===== config.mk =====
export PLATFORM = sky130hd
export DESIGN_NAME = sr_drive_ctrl
export DESIGN_NICKNAME = d
export VERILOG_FILES = /design/src/rtl/sr_drive_pkg.sv /design/src/rtl/sr_drive_ctrl_timer.sv /design/src/rtl/sr_drive_ctrl.sv
export SDC_FILE = /design/constraint.sdc
export NUM_CORES = 1
export LEC_CHECK = 0
export ABC_AREA = 1
export BUFFER_PORTS_ARGS = -buffer_cell sky130_fd_sc_hd__buf_2
export CAP_MARGIN = 20
export CORE_MARGIN = 2
export CORE_UTILIZATION = 48
export CTS_CLUSTER_DIAMETER = 80
export DETAILED_ROUTE_END_ITERATION = 8
export PLACE_DENSITY = 0.71
export SYNTH_ARGS = -nofsm -noshare
export SYNTH_HDL_FRONTEND = slang
export SYNTH_SLANG_ARGS = --single-unit

===== constraint.sdc =====
create_clock -name clk -period 1.1 [get_ports clk]
set_input_delay 0.055 -clock clk [delete_from_list [all_inputs] [get_ports clk]]
set_output_delay 0.055 -clock clk [all_outputs]
set_load 0.02 [all_outputs]

===== src/rtl/sr_drive_pkg.sv =====
// sr_drive_pkg: op/state encodings and counter width shared by sr_drive_ctrl and its timer.
package sr_drive_pkg;
    localparam int CNT_W = 8;
    typedef enum logic [1:0] {
        OP_NOP    = 2'b00,
        OP_SET    = 2'b01,
        OP_RESET  = 2'b10,
        OP_TOGGLE = 2'b11
    } op_e;
    typedef enum logic [1:0] {ST_IDLE, ST_PULSE, ST_GAP} state_e;
endpackage


===== src/rtl/sr_drive_ctrl_timer.sv =====
// sr_pulse_timer: loadable down-counter that stops at zero and flags done; shared by PULSE and GAP phases.
module sr_pulse_timer
    import sr_drive_pkg::*;
(
    input  logic             clk,
    input  logic             rst,
    input  logic             load,
    input  logic [CNT_W-1:0] load_val,
    output logic             done
);
    logic [CNT_W-1:0] cnt;
    always_ff @(posedge clk) begin
        if (rst) cnt <= '0;
        else if (load) cnt <= load_val;
        else if (cnt != '0) cnt <= cnt - CNT_W'(1);
    end
    assign done = cnt == '0;
endmodule


===== src/rtl/sr_drive_ctrl.sv =====
// sr_drive_ctrl: turns set/reset/toggle requests into exclusive timed S/R pulses and tracks expected Q.
// Optional SR_DRIVE_CHECK_EN adds q_fb feedback and a sticky mismatch flag.
module sr_drive_ctrl
    import sr_drive_pkg::*;
#(
    parameter int unsigned PULSE_W = 2,
    parameter int unsigned GAP_W   = 1
) (
    input  logic       clk,
    input  logic       rst,
    input  logic       req_valid,
    input  logic [1:0] req_op,
    output logic       req_ready,
    output logic       s_out,
    output logic       r_out,
    output logic       busy,
`ifdef SR_DRIVE_CHECK_EN
    input  logic       q_fb,
    output logic       mismatch,
`endif
    output logic       q_shadow
);
    localparam logic [CNT_W-1:0] P_LD = CNT_W'(PULSE_W - 1);
    localparam logic [CNT_W-1:0] G_LD = CNT_W'((GAP_W == 0) ? 0 : GAP_W - 1);
    state_e state, state_nxt;
    logic dir, dir_nxt, s_nxt, r_nxt, q_nxt, ld, done;
    logic [CNT_W-1:0] ld_val;
    sr_pulse_timer u_timer (
        .clk     (clk),
        .rst     (rst),
        .load    (ld),
        .load_val(ld_val),
        .done    (done)
    );
    assign req_ready = (state == ST_IDLE) && !rst;
    assign busy      = state != ST_IDLE;
    // dir = 1 means a SET pulse; toggles resolve against the shadow at the accept edge
    always_comb begin
        state_nxt = state;
        dir_nxt   = dir;
        s_nxt     = 1'b0;
        r_nxt     = 1'b0;
        q_nxt     = q_shadow;
        ld        = 1'b0;
        ld_val    = P_LD;
        case (state)
            ST_IDLE: if (req_valid && req_op != OP_NOP) begin
                dir_nxt   = (req_op == OP_SET) || (req_op == OP_TOGGLE && !q_shadow);
                s_nxt     = dir_nxt;
                r_nxt     = !dir_nxt;
                ld        = 1'b1;
                state_nxt = ST_PULSE;
            end
            ST_PULSE: if (done) begin
                q_nxt     = dir;
                ld        = 1'b1;
                ld_val    = G_LD;
                state_nxt = (GAP_W == 0) ? ST_IDLE : ST_GAP;
            end else begin
                s_nxt = s_out;
                r_nxt = r_out;
            end
            ST_GAP: state_nxt = done ? ST_IDLE : ST_GAP;
            default: state_nxt = ST_IDLE;
        endcase
    end
    always_ff @(posedge clk) begin
        if (rst) begin
            state    <= ST_IDLE;
            dir      <= 1'b0;
            s_out    <= 1'b0;
            r_out    <= 1'b0;
            q_shadow <= 1'b0;
        end else begin
            state    <= state_nxt;
            dir      <= dir_nxt;
            s_out    <= s_nxt;
            r_out    <= r_nxt;
            q_shadow <= q_nxt;
        end
    end
`ifdef SR_DRIVE_CHECK_EN
    if (GAP_W < 1) begin : g_gap_check
        $error("sr_drive_ctrl: feedback check needs GAP_W >= 1");
    end
    always_ff @(posedge clk) begin
        if (rst) mismatch <= 1'b0;
        else if (state == ST_GAP && done && q_fb != q_shadow) mismatch <= 1'b1;
    end
`endif
endmodule


==> run metrics <==
status finished with violations; failing checks setup timing; register clock-pin slew on the reported worst setup and hold paths 0.08 ns; DR vias/cell 5.30; first-pass GRT wire length 3260 µm; drc violations 0; num ports 10; die footprint 1890 µm²; Max VDD drop 2.12 mV; Routed Antenna Nets 0; WHS Path Cells 2; Port Buf Inserts 9; Hold Path Class primary input to register; GR Overflow Total 0; cell area after synthesis 749 µm²; largest net degree at the start of global routing 12; Syn. warnings 0; PnR worst setup slack -0.222 ns; design area 1170 µm²; cells after synthesis 106; power density cells 3240 nW/µm²; endpoints failing hold 0; DP HPWL 1230 µm; CTS Sinks 14; Finished Layout Cells 156; DRT iter0 DRCs 24; Critical Path Start Type register; total core area 1490 µm²; Post-CTS Hold Fix Bufs 0; Total Wirelength 2120 µm; Hold Slack 0.0900 ns; die span in y 43.5 µm; Relative slew margins 82.5%; post-synthesis sequential area ratio 37.4%; CP endpoint kind register; later-pin clock latency in the skew report 0.28 ns; clk root buf clkbuf_4; Tot Pwr 3.78 mW; via count 827; Worst Path Arrival 1.49 ns; number of max-cap violations 0; starting density of the core 50.3%; Placed Cells 142; Reg2Reg Depth 8; Yosys cell types 19; Max H-tree Level 1; clock skew 0.00490 ns; share of layout cells above drive strength 1 55.7%; Mean Syn Cell Area 7.07 µm²; diode count 0; Final setup violation count 14; routability cong. 0.857; syn nets 113; CTS tree yes; drt pass-1 iters 4; vias in the first global route 772; Cell Rows 14; antenna violations before repair 0; Worst Setup Path Type register to register; minimum clock period 1.32 ns; synth-to-layout area growth 55.6%; Fmax 757 MHz; Least-Margin Pin Slew 0.262 ns; Num CTS Buffers 3; critical path data required time 1.27 ns; Die Span X 43.5 µm; WL per Instance 13.6 µm; Tcrit/Tclk final 120%; Clock Tree Buf Depth 2; flops & latches, synth 14; RSZ-0062 raised after global routing true; Post-DP Area 920 µm²; Final Max Tran Viols 0; largest fanout on the critical path 8; Lkg Pwr 0.532 nW; total track usage 23.6%; # nets final 149
cells in the mapped netlist:
master / n / area share (%)
nor2_1: 14 / 7.0
a21oi_1: 10 / 6.7
dfxtp_1: 14 / 37
ha_1: 2 / 3.3
nor2_4: 3 / 4.5
nand3_1: 7 / 4.7
nand4_1: 5 / 4.2
nand2_2: 1 / 0.84
nand3_2: 2 / 2.7
buf_2: 1 / 0.67
nor2_2: 1 / 0.84
xor2_1: 1 / 1.2
inv_1: 21 / 11
or2_0: 1 / 0.84
nand3b_1: 1 / 1.0
o21ai_0: 3 / 2.0
nand2_1: 16 / 8.0
nor3_1: 2 / 1.3
nand3_4: 1 / 2.3
state kept, by name, indices dropped and copies added, names as in the netlist:
| signal | count |
|---|---|
| state | 2 |
| s_out | 1 |
| u_timer.cnt | 8 |
| r_out | 1 |
| q_shadow | 1 |
| dir | 1 |
layer usage:
layer / global-route usage [%] / wire length (µm) / vias up
met5: 0 / 0 / -
met4: 10.9 / 29 / 0
met3: 5.00 / 62 / 5
met2: 39.1 / 1090 / 22
met1: 29.3 / 939 / 392
li1: - / - / 408
metrics by stage:
| stage | util, % | setup WS [ns] | TNS [ns] |
|---|---|---|---|
| 2_1_floorplan | - | -0.0263 | -0.0263 |
| 3_3_place_gp | 61.8 | -0.107 | -0.575 |
| 3_5_place_dp | 61.8 | -0.140 | -0.966 |
| 4_1_cts | 69.4 | -0.132 | -1.13 |
| 5_1_grt | 78.3 | -0.269 | -3.27 |
| 6_report | 78.3 | -0.222 | -2.28 |
cell usage in the layout, fill, tap and decap left out:
| cell type | instances |
|---|---|
| a21oi_1 | 4 |
| a21oi_2 | 6 |
| buf_2 | 8 |
| buf_4 | 20 |
| buf_6 | 4 |
| clkbuf_4 | 3 |
| dfxtp_1 | 9 |
| dfxtp_2 | 5 |
| ha_4 | 2 |
| inv_1 | 14 |
| inv_2 | 6 |
| inv_4 | 1 |
| nand2_1 | 10 |
| nand2_2 | 6 |
| nand2_4 | 1 |
| nand3_1 | 3 |
| nand3_2 | 3 |
| nand3_4 | 4 |
| nand3b_1 | 1 |
| nand4_1 | 5 |
| nor2_1 | 10 |
| nor2_2 | 3 |
| nor2_4 | 5 |
| nor3_1 | 1 |
| nor3_2 | 1 |
| o21ai_0 | 3 |
| or2_0 | 1 |
| xor2_1 | 1 |
critical path, cell delays in order, from the launching register on:
cell	delay [ns]
dfxtp_2	0.34
inv_4	0.07
ha_4	0.15
nand2_4	0.06
nor2_4	0.24
buf_6	0.14
nor2_4	0.04
nand2_2	0.08
a21oi_2	0.06
logic make-up after synthesis:
| group | after synthesis | synth area share (%) |
|---|---|---|
| compound gates | 13 | 8.68 |
| xor+xnor | 1 | 1.17 |
| fa+ha+maj | 2 | 3.34 |
| buf+inv | 22 | 11.2 |
| flops | 14 | 37.4 |
| simple gates | 54 | 38.2 |
timing repair:
| item | 4_1_cts | 5_1_grt |
|---|---|---|
| pin swaps | 6 | 10 |
| buffers inserted | 7 | 4 |
| resized for setup | 15 | 27 |
| setup endpoints to repair | 15 | 15 |
where the power goes:
part	internal [mW]	switching [mW]	total [mW]
registers	0.671	0.123	0.795
logic	1.23	1.45	2.69
clock network	0.127	0.168	0.295
total	2.03	1.74	3.78
path summary, 6_finish.rpt:
kind                   from             end  slack (ns)
max reg2reg  u_timer.cnt[0]           r_out       -0.22
min reg2reg           s_out           s_out        0.46
min                     rst  u_timer.cnt[4]        0.09
max          u_timer.cnt[0]           r_out       -0.22
area by class of cell:
class	count	area (µm²)
fill	94	323
inverter	21	81.3
timing repair buffer	32	235
sequential	14	287
tap	16	20.0
clock buffer	3	22.5
multi-input combinational	70	520
(Power assumes the default switching activity.)
